[src/rtl/and_chain_pkg.sv]
// Shared types and the round-robin pick helper for the AndChain lane scheduler.
package and_chain_pkg;

    localparam int AC_MAX_LANES = 8;

    typedef enum logic [1:0] {
        IDLE = 2'd0,
        BUSY = 2'd1,
        DONE = 2'd2
    } lane_state_t;

    typedef logic [2:0] abc_t;
    typedef logic [2:0] def_t;
    typedef logic [2:0] lane_idx_t;

    // Bits of mask above the configured lane count must be 0, so a mod-8 scan
    // visits the live lanes in the same order as a mod-N_LANES scan.
    function automatic lane_idx_t rr_pick(input logic [AC_MAX_LANES-1:0] mask,
                                          input lane_idx_t ptr);
        lane_idx_t idx;
        lane_idx_t pick;
        logic      found;
        pick  = ptr;
        found = 1'b0;
        for (int k = 0; k < AC_MAX_LANES; k++) begin
            idx = ptr + lane_idx_t'(k);
            if (!found && mask[idx]) begin
                pick  = idx;
                found = 1'b1;
            end
        end
        return pick;
    endfunction

endpackage

[src/rtl/and_chain_lane_ctrl.sv]
// One scheduled lane: IDLE -> BUSY (drive abc for LAT cycles) -> DONE (hold d/e/f) -> IDLE.
module and_chain_lane_ctrl
    import and_chain_pkg::*;
#(
    parameter int LAT   = 2,
    parameter int TAG_W = 4
) (
    input  logic             clk,
    input  logic             rst,
    input  logic             issue_i,
    input  abc_t             abc_i,
    input  logic [TAG_W-1:0] tag_i,
    input  logic             release_i,
    input  def_t             def_i,
    output lane_state_t      state_o,
    output abc_t             drive_o,
    output logic [TAG_W-1:0] tag_o,
    output def_t             def_o
);

    localparam int              CNT_W    = (LAT > 1) ? $clog2(LAT) : 1;
    localparam logic [CNT_W-1:0] CNT_LAST = CNT_W'(LAT - 1);

    lane_state_t      state_q, state_d;
    logic [CNT_W-1:0] cnt_q, cnt_d;
    abc_t             abc_q, abc_d;
    logic [TAG_W-1:0] tag_q, tag_d;
    def_t             def_q, def_d;

    always_comb begin
        // NOTE: every next-state signal gets a default first so no latch is inferred.
        state_d = state_q;
        cnt_d   = cnt_q;
        abc_d   = abc_q;
        tag_d   = tag_q;
        def_d   = def_q;
        case (state_q)
            IDLE: begin
                if (issue_i) begin
                    state_d = BUSY;
                    cnt_d   = '0;
                    abc_d   = abc_i;
                    tag_d   = tag_i;
                end
            end
            BUSY: begin
                if (cnt_q == CNT_LAST) begin
                    state_d = DONE;
                    def_d   = def_i;
                end else begin
                    cnt_d = cnt_q + CNT_W'(1);
                end
            end
            DONE: begin
                if (release_i) begin
                    state_d = IDLE;
                end
            end
            default: state_d = IDLE;
        endcase
    end

    always_ff @(posedge clk) begin
        // NOTE: non-blocking so every lane register updates from the same pre-edge values.
        if (rst) begin
            state_q <= IDLE;
            cnt_q   <= '0;
            abc_q   <= '0;
            tag_q   <= '0;
            def_q   <= '0;
        end else begin
            state_q <= state_d;
            cnt_q   <= cnt_d;
            abc_q   <= abc_d;
            tag_q   <= tag_d;
            def_q   <= def_d;
        end
    end

    assign state_o = state_q;
    assign drive_o = (state_q == BUSY) ? abc_q : '0;
    assign tag_o   = tag_q;
    assign def_o   = def_q;

endmodule

[src/rtl/and_chain_lane_sched.sv]
// Round-robin scheduler sharing N_LANES AndChain lanes among one request stream.
// Optional statistics counters are enabled by defining AND_CHAIN_SCHED_STATS_EN.
module and_chain_lane_sched
    import and_chain_pkg::*;
#(
    parameter int N_LANES = 5,
    parameter int LAT     = 2,
    parameter int TAG_W   = 4
) (
    input  logic               clk,
    input  logic               rst,
    input  logic               in_valid,
    output logic               in_ready,
    input  logic [2:0]         in_abc,
    input  logic [TAG_W-1:0]   in_tag,
    output logic               out_valid,
    input  logic               out_ready,
    output logic [2:0]         out_def,
    output logic [TAG_W-1:0]   out_tag,
    output logic [2:0]         out_lane,
    output logic [N_LANES-1:0] lane_a,
    output logic [N_LANES-1:0] lane_b,
    output logic [N_LANES-1:0] lane_c,
    input  logic [N_LANES-1:0] lane_d,
    input  logic [N_LANES-1:0] lane_e,
    input  logic [N_LANES-1:0] lane_f
`ifdef AND_CHAIN_SCHED_STATS_EN
    ,
    output logic [31:0]        stat_issued,
    output logic [31:0]        stat_stall
`endif
);

    lane_state_t      lane_st  [N_LANES];
    abc_t             lane_drv [N_LANES];
    logic [TAG_W-1:0] lane_tag [N_LANES];
    def_t             lane_def [N_LANES];

    logic [N_LANES-1:0]      lane_issue, lane_rel;
    logic [AC_MAX_LANES-1:0] idle_mask, done_mask;
    lane_idx_t               issue_ptr_q, issue_ptr_d, out_ptr_q, out_ptr_d;
    lane_idx_t               lock_lane_q, lock_lane_d, issue_lane, out_sel;
    logic                    lock_q, lock_d, in_fire, out_fire;

    function automatic lane_idx_t next_idx(input lane_idx_t i);
        return (i == lane_idx_t'(N_LANES - 1)) ? '0 : i + lane_idx_t'(1);
    endfunction

    for (genvar g = 0; g < N_LANES; g++) begin : g_lane
        and_chain_lane_ctrl #(.LAT(LAT), .TAG_W(TAG_W)) u_lane (
            .clk       (clk),
            .rst       (rst),
            .issue_i   (lane_issue[g]),
            .abc_i     (in_abc),
            .tag_i     (in_tag),
            .release_i (lane_rel[g]),
            .def_i     ({lane_d[g], lane_e[g], lane_f[g]}),
            .state_o   (lane_st[g]),
            .drive_o   (lane_drv[g]),
            .tag_o     (lane_tag[g]),
            .def_o     (lane_def[g])
        );
    end

    always_comb begin
        idle_mask = '0;
        done_mask = '0;
        lane_a    = '0;
        lane_b    = '0;
        lane_c    = '0;
        for (int i = 0; i < N_LANES; i++) begin
            idle_mask[i] = (lane_st[i] == IDLE);
            done_mask[i] = (lane_st[i] == DONE);
            lane_a[i]    = lane_drv[i][2];
            lane_b[i]    = lane_drv[i][1];
            lane_c[i]    = lane_drv[i][0];
        end
    end

    // A lane freed by this cycle's result accept is still DONE here, so it cannot be reissued yet.
    assign in_ready   = !rst && (|idle_mask);
    assign out_valid  = |done_mask;
    assign in_fire    = in_valid && in_ready;
    assign out_fire   = out_valid && out_ready;
    assign issue_lane = rr_pick(idle_mask, issue_ptr_q);
    assign out_sel    = lock_q ? lock_lane_q : rr_pick(done_mask, out_ptr_q);

    always_comb begin
        out_def    = '0;
        out_tag    = '0;
        out_lane   = '0;
        lane_issue = '0;
        lane_rel   = '0;
        for (int i = 0; i < N_LANES; i++) begin
            if (out_valid && (out_sel == lane_idx_t'(i))) begin
                out_def  = lane_def[i];
                out_tag  = lane_tag[i];
                out_lane = out_sel;
            end
            lane_issue[i] = in_fire && (issue_lane == lane_idx_t'(i));
            lane_rel[i]   = out_fire && (out_sel == lane_idx_t'(i));
        end
    end

    always_comb begin
        issue_ptr_d = issue_ptr_q;
        out_ptr_d   = out_ptr_q;
        lock_d      = lock_q;
        lock_lane_d = lock_lane_q;
        if (in_fire) begin
            issue_ptr_d = next_idx(issue_lane);
        end
        if (out_fire) begin
            lock_d    = 1'b0;
            out_ptr_d = next_idx(out_sel);
        end else if (out_valid) begin
            lock_d      = 1'b1;
            lock_lane_d = out_sel;
        end
    end

    always_ff @(posedge clk) begin
        if (rst) begin
            issue_ptr_q <= '0;
            out_ptr_q   <= '0;
            lock_q      <= 1'b0;
            lock_lane_q <= '0;
        end else begin
            issue_ptr_q <= issue_ptr_d;
            out_ptr_q   <= out_ptr_d;
            lock_q      <= lock_d;
            lock_lane_q <= lock_lane_d;
        end
    end

`ifdef AND_CHAIN_SCHED_STATS_EN
    logic [31:0] stat_issued_q, stat_stall_q;

    always_ff @(posedge clk) begin
        if (rst) begin
            stat_issued_q <= '0;
            stat_stall_q  <= '0;
        end else begin
            if (in_fire) begin
                stat_issued_q <= stat_issued_q + 32'd1;
            end
            if (in_valid && !in_ready) begin
                stat_stall_q <= stat_stall_q + 32'd1;
            end
        end
    end

    assign stat_issued = stat_issued_q;
    assign stat_stall  = stat_stall_q;
`endif

endmodule
[config.mk]
export PLATFORM = sky130hd
export DESIGN_NAME = and_chain_lane_sched
export DESIGN_NICKNAME = d
export VERILOG_FILES = /design/src/rtl/and_chain_pkg.sv /design/src/rtl/and_chain_lane_ctrl.sv /design/src/rtl/and_chain_lane_sched.sv
export SDC_FILE = /design/constraint.sdc
export NUM_CORES = 1
export LEC_CHECK = 0
export ABC_AREA = 1
export CORE_MARGIN = 2
export CORE_UTILIZATION = 45
export DETAILED_ROUTE_END_ITERATION = 10
export PLACE_DENSITY = 0.77
export SLEW_MARGIN = 20
export SYNTH_ARGS = -nofsm -noshare
export SYNTH_HDL_FRONTEND = slang
export SYNTH_SLANG_ARGS = --single-unit
[constraint.sdc]
create_clock -name clk -period 5 [get_ports clk]
set_clock_uncertainty 0.2 [all_clocks]
set_input_delay 0.75 -clock clk [delete_from_list [all_inputs] [get_ports clk]]
set_output_delay 0.75 -clock clk [all_outputs]
set_load 0.05 [all_outputs]
==> impl_metrics.json <==
{
  "drt_first_iter_violations": 336,
  "crit_fanout": 7,
  "antenna_found_initial": 0,
  "slew_headroom_pct": 65.9,
  "globalplace.congestion": 0.891,
  "yosysMostFrequentCell": "nand2_1",
  "clock_latency_ps": 360,
  "num_io_pins": 53,
  "r2r_start": "issue_ptr_q[0]",
  "cts.path.max_buffers": 2,
  "hold_slack_ps": 258,
  "met2_length_um": 5640,
  "power_density_nw_per_um2": 423,
  "layout-drive-gt1-share_pct": 12.2,
  "die_h_um": 106,
  "finalHoldViolations": 0,
  "ir_worst_vdd_v": 0.000266,
  "num_antenna_cells": 0,
  "drt_first_pass_iters": 6,
  "hold_class": "reg -> reg",
  "final.setup.tns_ps": 0,
  "die_w_um": 106,
  "dpl_cell_area_sq_um": 5440,
  "path_cells": "buf_4 > ha_2 > xnor2_4 > or2_1 > nand2_2 > nand3_2 > nor2_4 > nand2_2 > nor2_4 > nand3b_4 > nand4_1 > xor2_1 > nand2_1 > nand2_2 > inv_1 > ha_1 > inv_2 > nor3_4 > buf_4 > nor2_1 > nand2_1 > nor2_1 > nor2_1 > buf_12",
  "cpPeakStageDelay_ps": 340,
  "worstMarginPinSlew_ps": 510,
  "synth_ff_type": "dfxtp_1",
  "synth_nets": 788,
  "ys_seq_area_share_pct": 31.8,
  "ys_seq_elements": 75,
  "setup_viol": 0,
  "cts_sinks": 75,
  "period_needed_ps": 4800,
  "cp_data_required_time_ps": 4050,
  "yosysTopAreaCell": "dfxtp_1",
  "drt-vias-per-instance": 5.01,
  "synth_top_area_share_pct": 31.8,
  "timing.fmax_ghz": 0.208,
  "wl_met3_um": 517,
  "synth.avg_cell_area_sq_um": 6.30,
  "fp.dieArea_sq_um": 11300,
  "fin_crit_sh_pct": 96.0,
  "route.vias.total": 4759,
  "cp.arrival_ps": 3850,
  "path_class": "reg -> out",
  "yosys_warnings": 0,
  "async_reset_ff_share_pct": 0,
  "synthCells": 749,
  "hold_buffers": 0,
  "port_buffers": 52,
  "grt_pass1_wl_um": 20600,
  "wirelength_um": 12200,
  "yosys-top-cells-count": "199 x nand2_1, 120 x nor2_1, 103 x inv_1",
  "dr.max_layer_used": "met4",
  "num-nets-final": 847,
  "r2r_end": "g_lane[3].u_lane.tag_o[1]",
  "synth_edf_count": 0,
  "overflow": 0,
  "grt_start_max_net_pins": 47,
  "slew_violations": 0,
  "crit_path_start": "out_ptr_q[0]",
  "r2r_cells": 18,
  "yosys-top-cells-area": "dfxtp_1 32%, nand2_1 16%, nor2_1 9.5%",
  "cap_violations": 0,
  "placement_rows": 37,
  "wl_per_cell_um": 12.8,
  "route.detailed.drc": 0,
  "power.total_mw": 2.45,
  "cts-buffers-inserted": 9,
  "ys_types": 43,
  "cp-endpoint": "out_lane[0]",
  "dp_hpwl_um": 9060,
  "clk_pin_slew_ps": 90,
  "cts_root_buffer": "clkbuf_8",
  "cts_tree": "yes",
  "cp-start-kind": "flip-flop",
  "critPathCaptureType": "output port",
  "status": "completed",
  "r2r_slack_ps": 700,
  "wl_met1_um": 5790,
  "start_util_pct": 45.9,
  "area_delta_synth_final_pct": 22.8,
  "grt_pass1_vias": 4409,
  "core_sq_um": 10300,
  "grt_usage_pct": 22.4,
  "finalInstanceArea_sq_um": 5800,
  "synth_area_sq_um": 4720,
  "htreeDepth": 3,
  "crit_path_top_delay_cell": "dfxtp_2",
  "ant_nets": 0,
  "p_leak_nw": 2.57
}
-- routing by layer --
layer,global-route usage [%],vias up
met5,0,-
met4,6.68,0
met3,3.86,25
met2,36.2,119
met1,30.6,2132
li1,-,2483
-- power by group --
part / switching (mW) / total (mW) / internal (mW)
combinational: 0.831 / 1.23 / 0.394
clock: 0.248 / 0.435 / 0.188
sequential: 0.0803 / 0.793 / 0.713
total: 1.16 / 2.45 / 1.29
-- timing repair --
action	CTS	global route
setup endpoints to repair	9	10
pin swaps	1	6
buffers inserted	0	9
resized for setup	3	30
-- flip-flops by register name, indices dropped and copies added, names as in the netlist --
| name | count |
|---|---|
| g_lane.u_lane.tag_o | 20 |
| g_lane.u_lane.abc_q | 15 |
| g_lane.u_lane.def_o | 15 |
| g_lane.u_lane.state_o | 10 |
| g_lane.u_lane.cnt_q | 5 |
| issue_ptr_q | 3 |
| lock_lane_q | 3 |
| out_ptr_q | 3 |
| lock_q | 1 |
-- placed cells by master, fill, tap and decap left out, types with 2 or more instances in the layout --
cell / n
a21oi_1: 45
buf_12: 10
buf_4: 14
clkbuf_8: 9
clkdlybuf4s50_1: 41
clkinvlp_4: 2
dfxtp_1: 73
ha_1: 9
ha_2: 2
ha_4: 2
inv_1: 98
inv_2: 6
inv_4: 5
inv_6: 3
nand2_1: 196
nand2_2: 7
nand2_4: 4
nand3_1: 45
nand3_2: 2
nand4_1: 10
nand4_4: 4
nor2_1: 120
nor2_2: 2
nor2_4: 4
nor3_1: 3
nor3_2: 3
nor3_4: 2
o211ai_1: 5
o21ai_0: 40
o21ai_1: 9
o21ai_2: 4
o22ai_1: 5
or2_2: 5
xnor2_1: 4
xor2_1: 4
-- metrics by stage --
stage	worst slack, ps	util, %	std cells
2_1_floorplan	402	-	749
3_3_place_gp	251	52.9	924
3_5_place_dp	260	52.9	924
4_1_cts	8.17	54.7	940
5_1_grt	-80.5	56.4	949
6_report	200	56.4	949
-- layout make-up --
type	count	area [sq um]
fill	1017	4480
multi-input combinational	548	2800
sequential	75	1510
timing repair buffer	65	716
inverter	109	422
tap	136	170
clock buffer	9	124
clock inverter	7	57.6
-- cell families after synthesis --
kind of cell             Yosys count  share of synthesized area (%)
AO/OA/AOI/OAI                    113                           12.7
adder cells (fa/ha/maj)           13                           3.44
flip-flops                        75                           31.8
AND/OR/NAND/NOR                  413                           39.2
XOR/XNOR                           9                           1.83
buffers and inverters            126                           11.0
-- worst min path at each step --
stage                                            to  cells past startpoint                      start  slack, ps
after CTS                 g_lane[3].u_lane.abc_q[0]                      2  g_lane[3].u_lane.abc_q[0]        260
after global placement    g_lane[3].u_lane.def_o[0]                      2  g_lane[3].u_lane.def_o[0]        240
after detailed placement  g_lane[3].u_lane.abc_q[0]                      2  g_lane[3].u_lane.abc_q[0]        250
after global routing      g_lane[3].u_lane.abc_q[0]                      2  g_lane[3].u_lane.abc_q[0]        280
final                     g_lane[3].u_lane.abc_q[0]                      2  g_lane[3].u_lane.abc_q[0]        260
after floorplan           g_lane[3].u_lane.def_o[0]                      2  g_lane[3].u_lane.def_o[0]        230
-- critical path: cells and delay by family, from the launching register on --
kind	cells	cell delay [ps]
AND/OR/NAND/NOR	15	1780
buffers and inverters	5	700
adder cells (fa/ha/maj)	2	420
flip-flops	1	340
XOR/XNOR	2	230
Power figures use the tool's default switching activity.
==> patch 1: new RTL, same flow settings <==
Add a define of `AND_CHAIN_SCHED_STATS_EN`.
--- a/src/rtl/and_chain_lane_sched.sv
+++ b/src/rtl/and_chain_lane_sched.sv
@@ -1,4 +1,6 @@
 // Round-robin scheduler sharing N_LANES AndChain lanes among one request stream.
 // Optional statistics counters are enabled by defining AND_CHAIN_SCHED_STATS_EN.
+`define AND_CHAIN_SCHED_STATS_EN
+
 module and_chain_lane_sched
     import and_chain_pkg::*;
Behaviour (old outputs only; new: stat_issued and stat_stall): unchanged (equiv_simple and equiv_induct, registers matched by name and starting in step).
==> patch 1 against the unedited design <==
Area after synthesis is 64% higher. Combinational power is 66% lower. Total power is 14% higher. Via count is 65% higher. Critical endpoint is now out_def[1]. Cell count is 58% higher. Final area is 71% higher. First-iteration DRC count is 67% higher. Setup slack worse by 0.073 ns. Die area is 62% higher. Clock power grew to 2.8 times the old value. Sequential cell count is 64 higher. Wire length is 72% higher.
==> patch 1: results (changes against the unedited design) <==
status: finished clean
cells after synthesis: 1144 (+53%)
first drt pass iteration count: 7 (+1)
WL met1: 9.109 mm (+57%)
met3 WL post-DR: 1.459 mm (+180%)
compound-gate portion of the synthesized area: 15.66% (+2.9 points)
Vias: 7861 (+65%)
crit path DAT: 3.92 ns (+0.07 ns)
met3 Usage GRT: 6.659% (+2.8 points)
first-pass GRT wire length: 33.69 mm (+64%)
Worst Setup EP: out_def[1]
clk pwr: 1.20 mW (+180%)
Tightest Pin Transition: 0.9669 ns (+0.4568 ns)
Die X: 135.4 µm (+27%)
dpl ws: 0.1789 ns (-0.08069 ns)
post-synthesis sequential area ratio: 35.84% (+4.0 points)
Seq area share: 28.10% (+2.1 points)
Top power group: clock
Logic inverters: 165 (+51%)
clk tree area frac: 5.618% (+2.5 points)
GRT Util Overall: 22.70% (+0.29 points)
proportion of layout cells with a drive suffix above 1: 13.90% (+1.7 points)
Root Buffer: clkbuf_16
hpwl dp: 14.88 mm (+64%)
Post-Synth Adder-Cell Area: 2.579% (-0.87 points)
area post-placement: 0.009135 mm² (+68%)
peak supply drop: 259.3 µV (-2.5%)
hold worst-path end: g_lane[3].u_lane.tag_o[2]
sequential standard cell area: 0.002791 mm² (+85%)
fmax: 205.2 MHz (-1.5%)
# placed instances: 1461 (+58%)
Synth top cells by count: nand2_1 (227), inv_1 (142), dfxtp_1 (139)
-- patch 1: cell count changes in the layout (fill, tap and decap cells not counted), moves of 20 or more --
cell             delta
nand2_1            +24
nor3_1             +24
clkdlybuf4s50_1    +64
o21ai_1            +27
dfxtp_1            +63
inv_1              +39
nand4_1            +23
a21oi_1            +58
nand3_1            +20
-- patch 1: critical path: stages (launching register included) --
cell	delay [ns]
dfxtp_4	0.39
inv_4	0.07
ha_4	0.33
inv_6	0.06
nor3_4	0.17
inv_1	0.09
o21ai_2	0.21
nor2_4	0.07
nand2_4	0.08
nor2_4	0.04
inv_1	0.11
nand4_1	0.13
xor2_1	0.19
nand2_1	0.08
o21ai_2	0.07
inv_2	0.08
ha_2	0.17
ha_1	0.16
inv_2	0.06
nor2_4	0.17
clkinvlp_4	0.20
o21ai_2	0.17
inv_1	0.06
a21oi_2	0.18
buf_12	0.16
==> patch 2: new RTL, same flow settings <==
Made on the original files. `tag_q` no longer has a reset.
--- a/src/rtl/and_chain_lane_ctrl.sv
+++ b/src/rtl/and_chain_lane_ctrl.sv
@@ -67,5 +67,4 @@
             cnt_q   <= '0;
             abc_q   <= '0;
-            tag_q   <= '0;
             def_q   <= '0;
         end else begin
@@ -73,7 +72,10 @@
             cnt_q   <= cnt_d;
             abc_q   <= abc_d;
-            tag_q   <= tag_d;
             def_q   <= def_d;
         end
+    end
+
+    always_ff @(posedge clk) begin
+        tag_q <= tag_d;
     end
 
Formal check against the unedited RTL: no difference found for any inputs over 4 cycles, from zero or initial values and one cycle with rst high; that may be too few to reach the edited logic, so the function may still have changed.
==> patch 2 against the unedited design <==
First-iteration DRC count is 9.5% lower. Global-route usage increased by 0.43 points. Sequential cell count did not move. Setup slack gained 0.082 ns. Wire length fell by 2.3%. Area after synthesis decreased by 2.0%. Final area fell by 1.6%. Total power fell by 6.4%.
==> patch 2: results (changes against the unedited design) <==
peak supply drop: 302.2 µV (+14%)
proportion of layout cells with a drive suffix above 1: 14.19% (+2.0 points)
grt met2 use: 40.18% (+4.0 points)
area post-placement: 0.005391 mm² (-0.85%)
Root Buffer: clkbuf_8
total CTS buffers: 9 (unchanged)
met3 Usage GRT: 4.020% (+0.16 points)
first-pass GRT wire length: 20.45 mm (-0.54%)
WL met2: 5.969 mm (+5.8%)
WL met1: 5.171 mm (-11%)
Iter 0 DRT Violations: 304 (-9.5%)
Vias: 4459 (-6.3%)
P_int: 1.304 mW (+0.71%)
compound-gate portion of the synthesized area: 12.55% (-0.20 points)
first drt pass iteration count: 5 (-1)
Netlist cell types: 45 (+4.7%)
worst rel slew slack: 59.62% (-6.3 points)
clock power share: 21.4% (+3.7 points)
hpwl dp: 9.261 mm (+2.2%)
worst-path cell with the longest stage delay: dfxtp_1
Post-Synth Adder-Cell Area: 3.515% (+0.071 points)
Post-synth EDFFs: 20 (+20)
met1 Usage GRT: 27.94% (-2.7 points)
crit path DAT: 3.77 ns (-0.08 ns)
clk_lat worst skew: 0.36 ns (about the same)
final layout net count: 767 (-9.4%)
Hold Crit Depth: 2 (unchanged)
Max Fanout on Critical Path: 9 (+2)
hold crit path type: flop to flop
routability cong.: 0.9159 (+2.8%)
Synth top cells by count: nand2_1 (157), nor2_1 (95), inv_1 (87)
Leak: 2.493 nW (-3.1%)
worst r2r path cells: 23 (+5)
largest cells by area after synthesis: dfxtp_1 (24%), edfxtp_1 (13%), nand2_1 (13%)
met3 WL post-DR: 546 µm (+5.6%)
status: finished clean
clock tree buffer depth: 2 (unchanged)
Comb power frac: 43.9% (-6.0 points)
largest net degree at the start of global routing: 31 (-34%)
post-synthesis sequential area ratio: 36.78% (+5.0 points)
GRT Util Overall: 22.83% (+0.43 points)
Post-Synth XOR/XNOR Area: 1.677% (-0.15 points)
Net Count, Synth: 702 (-11%)
vias in the first global route: 4344 (-1.5%)
Avg WL per Cell: 13.70 µm (+6.7%)
## patch 2: layout make-up
cell class,instances,area [µm²],area share (%)
multi-input combinational,479,2550,44.68
sequential,75,1705,29.88
timing repair buffer,64,701.9,12.30
inverter,99,374.1,6.556
tap,136,170.2,2.982
clock buffer,9,123.9,2.171
clock inverter,7,81.33,1.425
## patch 2: cells by family (layout without fill, tap and decap cells)
| logic type | after synthesis | count (layout) |
|---|---|---|
| DFF | 75 | 75 |
| AOI/OAI and AO/OA | 108 | 108 |
| xor gates and xnor gates | 8 | 8 |
| buffers and inverters | 109 | 179 |
| adders and majority gates | 13 | 13 |
| and+or+nand+nor | 350 | 350 |
## patch 2: worst paths after layout
path | from | end | slack, ns
max reg2reg | issue_ptr_q[1] | g_lane[3].u_lane.state_o[0] | 0.65
max | out_ptr_q[1] | out_lane[1] | 0.28
min reg2reg | g_lane[3].u_lane.abc_q[0] | g_lane[3].u_lane.abc_q[0] | 0.25
min | g_lane[3].u_lane.abc_q[0] | g_lane[3].u_lane.abc_q[0] | 0.25
## patch 2: through the flow
step	cells	power, mW	worst slack (ns)	hold WS [ns]	utilization (%)
2_1_floorplan	663	1.556	0.3073	0.2298	-
3_3_place_gp	846	1.745	0.3190	0.2422	53.18
3_5_place_dp	846	1.796	0.2137	0.2448	53.18
4_1_cts	865	2.293	0.02146	0.2583	55.47
5_1_grt	869	2.484	-0.0007958	0.2878	56.29
6_report	869	2.297	0.2821	0.2541	56.29
## patch 2: repair_timing
action                                  CTS  global route
setup buffers                             3             4
gates cloned                              0             0
pin swaps                                 1             3
endpoints found under the setup margin    9            10
resized for setup                         3            19
